--- src/rtl/pola_yolo_pkg.sv ---
// Shared types and default widths for the YOLO confidence-gate controller.
package pola_yolo_pkg;

  localparam int unsigned DEF_DELAY_CLOCK = 10;
  localparam int unsigned DEF_CONF_BIT    = 16;
  localparam int unsigned DEF_DIM_BIT     = 8;
  localparam int unsigned DEF_ANCHOR_BIT  = 2;
  localparam int unsigned DEF_CNT_BIT     = 16;

  typedef enum logic [1:0] {StIdle, StRun, StDrain, StDone} state_e;

  // Tag layout at default widths; the controller builds the same layout at its own widths.
  typedef struct packed {
    logic                      keep;
    logic                      last;
    logic [DEF_DIM_BIT-1:0]    x;
    logic [DEF_DIM_BIT-1:0]    y;
    logic [DEF_ANCHOR_BIT-1:0] anchor;
  } tag_t;

endpackage

--- src/rtl/pola_yolo_conf_gate_ctrl_if.sv ---
// Frame-config, confidence-stream and tag-output bundle of the confidence-gate controller.
// max_det exists only when POLA_YOLO_DET_CAP_EN is defined.
interface pola_yolo_conf_gate_ctrl_if #(
  parameter int unsigned CONF_BIT   = pola_yolo_pkg::DEF_CONF_BIT,
  parameter int unsigned DIM_BIT    = pola_yolo_pkg::DEF_DIM_BIT,
  parameter int unsigned ANCHOR_BIT = pola_yolo_pkg::DEF_ANCHOR_BIT,
  parameter int unsigned CNT_BIT    = pola_yolo_pkg::DEF_CNT_BIT
);
  logic                         start;
  logic [DIM_BIT-1:0]           grid_w;
  logic [DIM_BIT-1:0]           grid_h;
  logic [ANCHOR_BIT-1:0]        anchor_num;
  logic signed [CONF_BIT-1:0]   conf_threshold;
`ifdef POLA_YOLO_DET_CAP_EN
  logic [CNT_BIT-1:0]           max_det;
`endif
  logic                         in_valid;
  logic                         in_ready;
  logic signed [CONF_BIT-1:0]   in_conf;
  logic                         over_conf_threshold;
  logic                         out_valid;
  logic [DIM_BIT-1:0]           out_x;
  logic [DIM_BIT-1:0]           out_y;
  logic [ANCHOR_BIT-1:0]        out_anchor;
  logic                         out_last;
  logic                         busy;
  logic                         done;
  logic [CNT_BIT-1:0]           det_count;

  modport master (
`ifdef POLA_YOLO_DET_CAP_EN
    output max_det,
`endif
    output start, grid_w, grid_h, anchor_num, conf_threshold, in_valid, in_conf,
    input  in_ready, over_conf_threshold, out_valid, out_x, out_y, out_anchor, out_last,
    input  busy, done, det_count
  );

  modport slave (
`ifdef POLA_YOLO_DET_CAP_EN
    input  max_det,
`endif
    input  start, grid_w, grid_h, anchor_num, conf_threshold, in_valid, in_conf,
    output in_ready, over_conf_threshold, out_valid, out_x, out_y, out_anchor, out_last,
    output busy, done, det_count
  );

endinterface

--- src/rtl/pola_yolo_tag_pipe.sv ---
// Fixed-depth tag shift register matching the latency of the confidence-gated delay lines.
module pola_yolo_tag_pipe #(
  parameter int unsigned DEPTH = 10,
  parameter int unsigned WIDTH = 20
) (
  input  logic             M_AXI_ACLK,
  input  logic             M_AXI_ARESETN,
  input  logic [WIDTH-1:0] tag_in,
  output logic [WIDTH-1:0] tag_out
);

  logic [DEPTH*WIDTH-1:0] sr_q;

  always_ff @(posedge M_AXI_ACLK) begin
    if (!M_AXI_ARESETN) begin
      sr_q <= '0;
    end else begin
      sr_q <= {sr_q[(DEPTH-1)*WIDTH-1:0], tag_in};
    end
  end

  assign tag_out = sr_q[DEPTH*WIDTH-1 -: WIDTH];

endmodule

--- src/rtl/pola_yolo_conf_gate_ctrl.sv ---
// Per-frame sequencer for the confidence-gated delay lines: scans boxes, gates on threshold,
// and emits coordinate tags aligned with the delay-line outputs. Option: POLA_YOLO_DET_CAP_EN.
module pola_yolo_conf_gate_ctrl
  import pola_yolo_pkg::*;
#(
  parameter int unsigned DELAY_CLOCK = DEF_DELAY_CLOCK,
  parameter int unsigned CONF_BIT    = DEF_CONF_BIT,
  parameter int unsigned DIM_BIT     = DEF_DIM_BIT,
  parameter int unsigned ANCHOR_BIT  = DEF_ANCHOR_BIT,
  parameter int unsigned CNT_BIT     = DEF_CNT_BIT
) (
  input logic                     M_AXI_ACLK,
  input logic                     M_AXI_ARESETN,
  pola_yolo_conf_gate_ctrl_if.slave bus
);

  localparam int unsigned DrainW = $clog2(DELAY_CLOCK);

  typedef struct packed {
    logic                  keep;
    logic                  last;
    logic [DIM_BIT-1:0]    x;
    logic [DIM_BIT-1:0]    y;
    logic [ANCHOR_BIT-1:0] anchor;
  } tag_w_t;

  state_e                     state_q, state_d;
  logic [DIM_BIT-1:0]         w_q, h_q, x_q, y_q;
  logic [ANCHOR_BIT-1:0]      anum_q, a_q;
  logic signed [CONF_BIT-1:0] thr_q;
  logic [CNT_BIT-1:0]         det_q;
  logic [DrainW-1:0]          drain_q;
  logic                       accept, keep, cap_hit, x_wrap, y_wrap, last_box, zero_cfg;
  logic                       drain_end;
  tag_w_t                     tag_in, tag_out;

`ifdef POLA_YOLO_DET_CAP_EN
  logic [CNT_BIT-1:0] max_q;
  // A zero cap leaves only the all-ones saturation in effect.
  assign cap_hit = (max_q != '0) && (det_q == max_q);
`else
  assign cap_hit = 1'b0;
`endif

  assign accept    = (state_q == StRun) && bus.in_valid;
  assign keep      = accept && (bus.in_conf > thr_q) && !cap_hit;
  assign x_wrap    = (x_q == w_q - DIM_BIT'(1));
  assign y_wrap    = (y_q == h_q - DIM_BIT'(1));
  assign last_box  = x_wrap && y_wrap && (a_q == anum_q - ANCHOR_BIT'(1));
  assign zero_cfg  = (bus.grid_w == '0) || (bus.grid_h == '0) || (bus.anchor_num == '0);
  assign drain_end = (drain_q == DrainW'(DELAY_CLOCK - 1));

  always_ff @(posedge M_AXI_ACLK) begin
    if (!M_AXI_ARESETN) begin
      state_q <= StIdle;
    end else begin
      state_q <= state_d;
    end
  end

  always_comb begin
    state_d = state_q;
    unique case (state_q)
      StIdle:  if (bus.start) state_d = zero_cfg ? StDone : StRun;
      StRun:   if (accept && last_box) state_d = StDrain;
      StDrain: if (drain_end) state_d = StDone;
      StDone:  state_d = StIdle;
      default: state_d = StIdle;
    endcase
  end

  always_comb begin
    bus.in_ready = (state_q == StRun);
    bus.busy     = (state_q == StRun) || (state_q == StDrain);
    bus.done     = (state_q == StDone);
  end

  always_ff @(posedge M_AXI_ACLK) begin
    if (!M_AXI_ARESETN) begin
      w_q     <= '0;
      h_q     <= '0;
      anum_q  <= '0;
      thr_q   <= '0;
      x_q     <= '0;
      y_q     <= '0;
      a_q     <= '0;
      det_q   <= '0;
      drain_q <= '0;
`ifdef POLA_YOLO_DET_CAP_EN
      max_q   <= '0;
`endif
    end else begin
      if ((state_q == StIdle) && bus.start) begin
        w_q    <= bus.grid_w;
        h_q    <= bus.grid_h;
        anum_q <= bus.anchor_num;
        thr_q  <= bus.conf_threshold;
`ifdef POLA_YOLO_DET_CAP_EN
        max_q  <= bus.max_det;
`endif
        x_q    <= '0;
        y_q    <= '0;
        a_q    <= '0;
        det_q  <= '0;
      end else if (accept) begin
        if (x_wrap) begin
          x_q <= '0;
          if (y_wrap) begin
            y_q <= '0;
            a_q <= a_q + ANCHOR_BIT'(1);
          end else begin
            y_q <= y_q + DIM_BIT'(1);
          end
        end else begin
          x_q <= x_q + DIM_BIT'(1);
        end
        if (keep && (det_q != '1)) det_q <= det_q + CNT_BIT'(1);
      end
      drain_q <= (state_q == StDrain) ? drain_q + DrainW'(1) : '0;
    end
  end

  // Non-accept cycles push an all-zero tag so gaps read as empty at the outputs.
  always_comb begin
    tag_in = '0;
    if (accept) begin
      tag_in.keep   = keep;
      tag_in.last   = last_box;
      tag_in.x      = x_q;
      tag_in.y      = y_q;
      tag_in.anchor = a_q;
    end
  end

  pola_yolo_tag_pipe #(
    .DEPTH(DELAY_CLOCK),
    .WIDTH($bits(tag_w_t))
  ) u_tag_pipe (
    .M_AXI_ACLK   (M_AXI_ACLK),
    .M_AXI_ARESETN(M_AXI_ARESETN),
    .tag_in       (tag_in),
    .tag_out      (tag_out)
  );

  assign bus.over_conf_threshold = keep;
  assign bus.out_valid           = tag_out.keep;
  assign bus.out_last            = tag_out.last;
  assign bus.out_x               = tag_out.x;
  assign bus.out_y               = tag_out.y;
  assign bus.out_anchor          = tag_out.anchor;
  assign bus.det_count           = det_q;

endmodule

--- src/flat_wrapper.sv ---
// flat-port wrapper written by rule: the top's interface ports become plain ports
module pola_yolo_conf_gate_ctrl_flat import pola_yolo_pkg::*;
#(
  parameter int unsigned DELAY_CLOCK = DEF_DELAY_CLOCK,
  parameter int unsigned CONF_BIT    = DEF_CONF_BIT,
  parameter int unsigned DIM_BIT     = DEF_DIM_BIT,
  parameter int unsigned ANCHOR_BIT  = DEF_ANCHOR_BIT,
  parameter int unsigned CNT_BIT     = DEF_CNT_BIT
)
  (M_AXI_ACLK, M_AXI_ARESETN, bus_start, bus_grid_w, bus_grid_h, bus_anchor_num, bus_conf_threshold, bus_in_valid, bus_in_conf, bus_in_ready, bus_over_conf_threshold, bus_out_valid, bus_out_x, bus_out_y, bus_out_anchor, bus_out_last, bus_busy, bus_done, bus_det_count);
  pola_yolo_conf_gate_ctrl_if #(.CONF_BIT(CONF_BIT), .DIM_BIT(DIM_BIT), .ANCHOR_BIT(ANCHOR_BIT), .CNT_BIT(CNT_BIT)) bus_i ();
  input logic M_AXI_ACLK;
  input logic M_AXI_ARESETN;
  input wire logic [$bits(bus_i.start)-1:0] bus_start;
  input wire logic [$bits(bus_i.grid_w)-1:0] bus_grid_w;
  input wire logic [$bits(bus_i.grid_h)-1:0] bus_grid_h;
  input wire logic [$bits(bus_i.anchor_num)-1:0] bus_anchor_num;
  input wire logic [$bits(bus_i.conf_threshold)-1:0] bus_conf_threshold;
  input wire logic [$bits(bus_i.in_valid)-1:0] bus_in_valid;
  input wire logic [$bits(bus_i.in_conf)-1:0] bus_in_conf;
  output wire logic [$bits(bus_i.in_ready)-1:0] bus_in_ready;
  output wire logic [$bits(bus_i.over_conf_threshold)-1:0] bus_over_conf_threshold;
  output wire logic [$bits(bus_i.out_valid)-1:0] bus_out_valid;
  output wire logic [$bits(bus_i.out_x)-1:0] bus_out_x;
  output wire logic [$bits(bus_i.out_y)-1:0] bus_out_y;
  output wire logic [$bits(bus_i.out_anchor)-1:0] bus_out_anchor;
  output wire logic [$bits(bus_i.out_last)-1:0] bus_out_last;
  output wire logic [$bits(bus_i.busy)-1:0] bus_busy;
  output wire logic [$bits(bus_i.done)-1:0] bus_done;
  output wire logic [$bits(bus_i.det_count)-1:0] bus_det_count;
  assign bus_i.start = bus_start;
  assign bus_i.grid_w = bus_grid_w;
  assign bus_i.grid_h = bus_grid_h;
  assign bus_i.anchor_num = bus_anchor_num;
  assign bus_i.conf_threshold = bus_conf_threshold;
  assign bus_i.in_valid = bus_in_valid;
  assign bus_i.in_conf = bus_in_conf;
  assign bus_in_ready = bus_i.in_ready;
  assign bus_over_conf_threshold = bus_i.over_conf_threshold;
  assign bus_out_valid = bus_i.out_valid;
  assign bus_out_x = bus_i.out_x;
  assign bus_out_y = bus_i.out_y;
  assign bus_out_anchor = bus_i.out_anchor;
  assign bus_out_last = bus_i.out_last;
  assign bus_busy = bus_i.busy;
  assign bus_done = bus_i.done;
  assign bus_det_count = bus_i.det_count;
  pola_yolo_conf_gate_ctrl #(.DELAY_CLOCK(DELAY_CLOCK), .CONF_BIT(CONF_BIT), .DIM_BIT(DIM_BIT), .ANCHOR_BIT(ANCHOR_BIT), .CNT_BIT(CNT_BIT)) u_core (.M_AXI_ACLK(M_AXI_ACLK), .M_AXI_ARESETN(M_AXI_ARESETN), .bus(bus_i));
endmodule
--- config.mk ---
export PLATFORM = sky130hd
export DESIGN_NAME = pola_yolo_conf_gate_ctrl_flat
export DESIGN_NICKNAME = d
export VERILOG_FILES = /design/src/rtl/pola_yolo_pkg.sv /design/src/rtl/pola_yolo_conf_gate_ctrl_if.sv /design/src/rtl/pola_yolo_tag_pipe.sv /design/src/rtl/pola_yolo_conf_gate_ctrl.sv /design/src/flat_wrapper.sv
export SDC_FILE = /design/constraint.sdc
export NUM_CORES = 1
export LEC_CHECK = 0
export BUFFER_PORTS_ARGS = -buffer_cell sky130_fd_sc_hd__buf_2
export CELL_PAD_IN_SITES_DETAIL_PLACEMENT = 0
export CELL_PAD_IN_SITES_GLOBAL_PLACEMENT = 1
export CORE_MARGIN = 2
export CORE_UTILIZATION = 45
export CTS_CLUSTER_DIAMETER = 100
export DETAILED_ROUTE_END_ITERATION = 8
export PLACE_DENSITY_LB_ADDON = 0.1
export SETUP_SLACK_MARGIN = 0.05
export SLEW_MARGIN = 20
export SYNTH_ARGS = -nofsm -noshare
export SYNTH_HDL_FRONTEND = slang
export SYNTH_SLANG_ARGS = --single-unit
export TNS_END_PERCENT = 30
--- constraint.sdc ---
create_clock -name M_AXI_ACLK -period 4.29 [get_ports M_AXI_ACLK]
set_clock_uncertainty 0.2 [all_clocks]
set_input_delay 0.2145 -clock M_AXI_ACLK [delete_from_list [all_inputs] [get_ports M_AXI_ACLK]]
set_output_delay 0.2145 -clock M_AXI_ACLK [all_outputs]
set_load 0.02 [all_outputs]
==> Word level (Yosys, flattened, before mapping) <==
Cells that the tools add are included.
{ "word_totals": {"register_bits": 274, "in_bits": 54, "output_inout_bits": 40} }
{ "op_classes": {"n_addsub": 8, "magnitude_cmp": 1, "eq_ne": 11, "mux": 7, "bitwise_logic": 1, "reduce_logical": 21} }
{ "op_table": {"columns": ["op", "count"], "rows": [
  ["$add A16 B1 Y16 const B", 1],
  ["$add A8 B1 Y8 const B", 2],
  ["$eq A8 B8 Y1", 2],
  ["$gt A16 B16 Y1", 1],
  ["$logic_not A8 Y1", 2],
  ["$mux W8", 2],
  ["$ne A16 B16 Y1 const B", 1],
  ["$sub A8 B1 Y8 const B", 2],
  ["$mux W2", 4],
  ["$pmux W2 S4", 1],
  ["$reduce_and A2 Y1", 4],
  ["$logic_and A1 B1 Y1", 7],
  ["$reduce_and A3 Y1", 2],
  ["$add A4 B1 Y4 const B", 1],
  ["$eq A2 B2 Y1 const B", 2],
  ["$eq A4 B4 Y1 const B", 1],
  ["$logic_not A2 Y1", 2],
  ["$ne A2 B1 Y1 const B", 2],
  ["$logic_or A1 B1 Y1", 3],
  ["$add A2 B1 Y2 const B", 1],
  ["$eq A2 B1 Y1 const B", 1],
  ["$eq A2 B2 Y1", 1],
  ["$ne A2 B2 Y1 const B", 1],
  ["$reduce_or A2 Y1", 1],
  ["2 further kinds", 2]
]} }

==> Logic depth before layout (Yosys ltp) <==
{ "depth": {"depth_word": 7, "depth_mapped": 11, "ltp_nobuf": 9} }

==> By module <==
A second synthesis with hierarchy kept.
{ "unflattened": {"cells_unflattened": 1000, "area_unflattened_um2": 10154.7} }
{ "modules_own_cells": {"columns": ["mod", "n_inst", "cells_each", "area_each_um2", "seq_area_each_um2"], "rows": [
  ["pola_yolo_tag_pipe", 1, 442, 5665.4, 4003.8],
  ["pola_yolo_conf_gate_ctrl", 1, 558, 4489.3, 1481.4]
]} }

==> Least setup slack after synthesis <==
No wires, ideal clock.
{ "synth_timing": {"kind": "reg-to-reg", "startpoint": "register u_core.w_q[0]", "endpoint": "register u_core.a_q[1]", "setup_time_ns": 0.059, "arrival_time_ns": 2.762, "slack_ns": 1.269, "path_stages_with_launch": 12, "period_less_slack_ns": 3.021, "path_cell_list": "dfxtp_1 clkbuf_1 inv_1 ha_1 buf_2 o21ba_1 a221oi_1 a41oi_1 a211oi_4 or3b_4 or4_1 nand2_1"} }
{ "synth_via": {"elab_chain_cells": 3} }
{ "synth_lines": {"columns": ["element", "line", "source"], "rows": [
  ["from (decl)", "pola_yolo_conf_gate_ctrl.sv:28", "logic [DIM_BIT-1:0] w_q, h_q, x_q, y_q;"],
  ["from (signal assigned)", "pola_yolo_conf_gate_ctrl.sv:94", "w_q <= bus.grid_w;"],
  ["$sub A8 B1 Y8", "pola_yolo_conf_gate_ctrl.sv:47", "assign x_wrap = (x_q == w_q - DIM_BIT'(1));"],
  ["$eq A8 B8 Y1", "pola_yolo_conf_gate_ctrl.sv:47", null],
  ["$reduce_and A3 Y1 (no source line)", null, null],
  ["to (signal assigned)", "pola_yolo_conf_gate_ctrl.sv:110", "a_q <= a_q + ANCHOR_BIT'(1);"],
  ["to (decl)", "pola_yolo_conf_gate_ctrl.sv:29", "logic [ANCHOR_BIT-1:0] anum_q, a_q;"]
]} }
No other way between the ends.
A chain may end at the register's enable or synchronous reset.

==> Worst setup path in the final report <==
{ "layout_timing": {"startpoint": "register u_core.thr_q[9]", "endpoint": "output bus_over_conf_threshold"} }
{ "layout_via": {"elab_chain_cells": 2} }
{ "layout_lines": {"columns": ["element", "line", "source"], "rows": [
  ["from (decl)", "pola_yolo_conf_gate_ctrl.sv:30", "logic signed [CONF_BIT-1:0] thr_q;"],
  ["from (signal assigned)", "pola_yolo_conf_gate_ctrl.sv:97", "thr_q <= bus.conf_threshold;"],
  ["$gt A16 B16 Y1", "pola_yolo_conf_gate_ctrl.sv:46", "assign keep = accept && (bus.in_conf > thr_q) && !cap_hit;"],
  ["$logic_and A1 B1 Y1", "pola_yolo_conf_gate_ctrl.sv:46", null],
  ["to (decl)", "flat_wrapper.sv:22", "output wire logic [$bits(bus_i.over_conf_threshold)-1:0] bus_over_conf_threshold;"]
]} }
No other way between the ends.

==> flow_summary.toml <==
[setup_path]
end_kind = "primary output"
critical_path_class = "flip-flop to primary output"
cp_max_fo = 25
start_kind = "flip-flop"
required_ns = 3.88
worstPathArrival_ns = 3.10

[yosys]
yosysMostFrequentCell = "dfxtp_1"
seq_area_frac_synth = 0.5609
ys_types = 49
synth_top_cell_by_area = "dfxtp_1"
synth.area.top_cells = "dfxtp_1 56%, and2_1 13%, nand2_1 4.1%"
synth-main-ff-cell = "dfxtp_1"
synth_common_cells = "274 x dfxtp_1, 202 x and2_1, 107 x nand2_1, 48 x clkbuf_1, 41 x nor2_1"
postSynthAreaPerCell_um2 = 9.979
async_reset_ff_frac = 0
synthesis.nets = 1062
netlist_instances = 980
ys_warn_count = 0
syn_area_mm2 = 0.009779
synth-edff-count = 0
yosysTopAreaCellShare = 0.5609
ys_seq_elements = 274

[global_routing]
grt-ovfl-total = 0
antenna_found_initial = 0
grt_use_total = 0.1473
grt_max_degree = 119
grt_pass1_vias = 5928
grt_pass1_wl_um = 27820

[floorplanning]
dieArea_mm2 = 0.02293
core-area_mm2 = 0.02115
die_h_um = 151.4
io_pins = 94
initial_core_util = 0.4623
die_w_um = 151.4
rows = 53

[cts]
clk_path_buf_depth = 3
root_buffer = "clkbuf_16"
cts_tree = "done"
cts_setup_buffers = 0
clkTransAtPathRegs_ns = 0.06
clk_latency_ns = 0.54
ctsHtreeMaxLevel = 1
cts_buffers = 28
cts.sinks = 274

[place]
port_buffers = 93
gp_congestion = 0.8076
dpl.hpwl_um = 10350

[layout]
drive_above_1_share = 0.1352
syn_to_final_growth_pct = 19.29
diodes = 0
nets = 1159

[detailed_routing]
vias = 6325
via_per_inst = 4.617
dr.pass1.iters = 4
drtAntennaViolNets = 0
drt_iter0_markers = 251
drcViolationCount = 0
wl_per_cell_um = 11.80
drt_wl_total_um = 16160

[sta]
fin_crit_sh = 0.8191
maxSlewViolCount = 0
period_needed_ns = 3.514
final-setup-viol-count = 0
setup_tns_ns = 0
relSlewSlack = 0.4576
rsz0062_at_grt = "no"
hold_viol_final = 0
fmax_ghz = 0.2846
tightestPinTransition_ns = 0.8137

[power]
peakVddDrop_mv = 0.3190
power_density_mw_per_mm2 = 505.0
p_total_mw = 5.892
leakagePower_nw = 5.012

[status]
status = "completed"

[flow_run]
cap_violations = 0

[min_path]
holdCritPathClass = "primary input to flip-flop"
[placed cells by master (no fill, tap or decap), types with 18 or more instances in the layout]
| cell type | count |
|---|---|
| a21boi_0 | 34 |
| and2_1 | 202 |
| and3_1 | 18 |
| buf_2 | 92 |
| clkbuf_16 | 28 |
| dfxtp_1 | 274 |
| dlygate4sd3_1 | 37 |
| ha_1 | 28 |
| inv_1 | 27 |
| nand2_1 | 107 |
| nor2_1 | 41 |
| xor2_1 | 21 |
[path summary, 6_finish.rpt]
check	start	endpoint	slack, ns	cells after the start
min	M_AXI_ARESETN	u_core.state_q[0]$_SDFFE_PN0P_	0.09	3
max reg2reg	u_core.w_q[0]$_SDFFE_PN0P_	u_core.a_q[1]$_SDFFE_PP0P_	1.15	9
min reg2reg	u_core.u_tag_pipe.sr_q[88]$_SDFF_PN0_	u_core.u_tag_pipe.sr_q[108]$_SDFF_PN0_	0.23	1
max	u_core.thr_q[9]$_SDFFE_PN0P_	bus_over_conf_threshold	0.78	9
[cell families (layout without fill, tap and decap cells)]
family,Yosys count,in the layout,share of synthesized area
xor gates and xnor gates,36,36,0.03224
muxes,10,10,0.01024
and+or+nand+nor,440,440,0.2435
adders and majority gates,28,28,0.03582
buffers and inverters,95,210,0.04363
DFF,274,274,0.5609
AOI/OAI and AO/OA,97,97,0.07370
[sequential cells by signal, summed over array words and instances, names as in the netlist]
register and flops:
u_core.a_q 2, u_core.anum_q 2, u_core.bus.det_count 16, u_core.drain_q 4, u_core.h_q 8, u_core.state_q 2
u_core.thr_q 16, u_core.u_tag_pipe.sr_q 200, u_core.w_q 8, u_core.x_q 8, u_core.y_q 8
[what timing repair did]
action                                 in CTS  in global routing
endpoints found under the hold margin      36                  0
resized for setup                           0                  0
hold buffers                               37                  0
[report_power, final]
part           internal [mW]  switching (mW)
combinational          0.274           0.404
sequential              2.62          0.0740
clock                   1.57           0.952
total                   4.46            1.43
[metal layers]
layer  track usage  vias to the layer above  routed length [µm]
met5             0                        -                   0
met4       0.03972                        0                 370
met3       0.03012                       26                 705
met2        0.2518                      102                7402
met1        0.1893                     2821                7681
li1              -                     3376                   -
[layout make-up]
cell class	count	area [µm²]
clock inverters	10	206.4
fillers	1879	9488
well taps	275	344.1
clock buffers	38	778.2
inverters	27	101.3
multi-input cells	611	3875
flip-flops and latches	274	5485
repair buffers	135	875.8
[critical path: stages (launching register included)]
cell	delay, ns
dfxtp_1	0.33
inv_1	0.04
ha_1	0.28
a21o_1	0.18
nand3_1	0.08
a21oi_1	0.08
a311oi_1	0.40
a21o_1	0.71
and2_1	0.28
buf_2	0.18
[metrics by stage]
step	instance area, µm²	cells	hold WS (ns)	setup slack, ns	util
2_1_floorplan	9779	980	0.1594	1.269	-
3_3_place_gp	10310	1285	0.2126	1.242	0.4874
3_5_place_dp	10310	1285	0.2169	1.159	0.4874
4_1_cts	11670	1370	0.09552	0.7482	0.5515
5_1_grt	11670	1370	0.1498	0.5777	0.5515
6_report	11670	1370	0.08706	0.7760	0.5515
No activity file was read; power rests on OpenSTA's default activity.
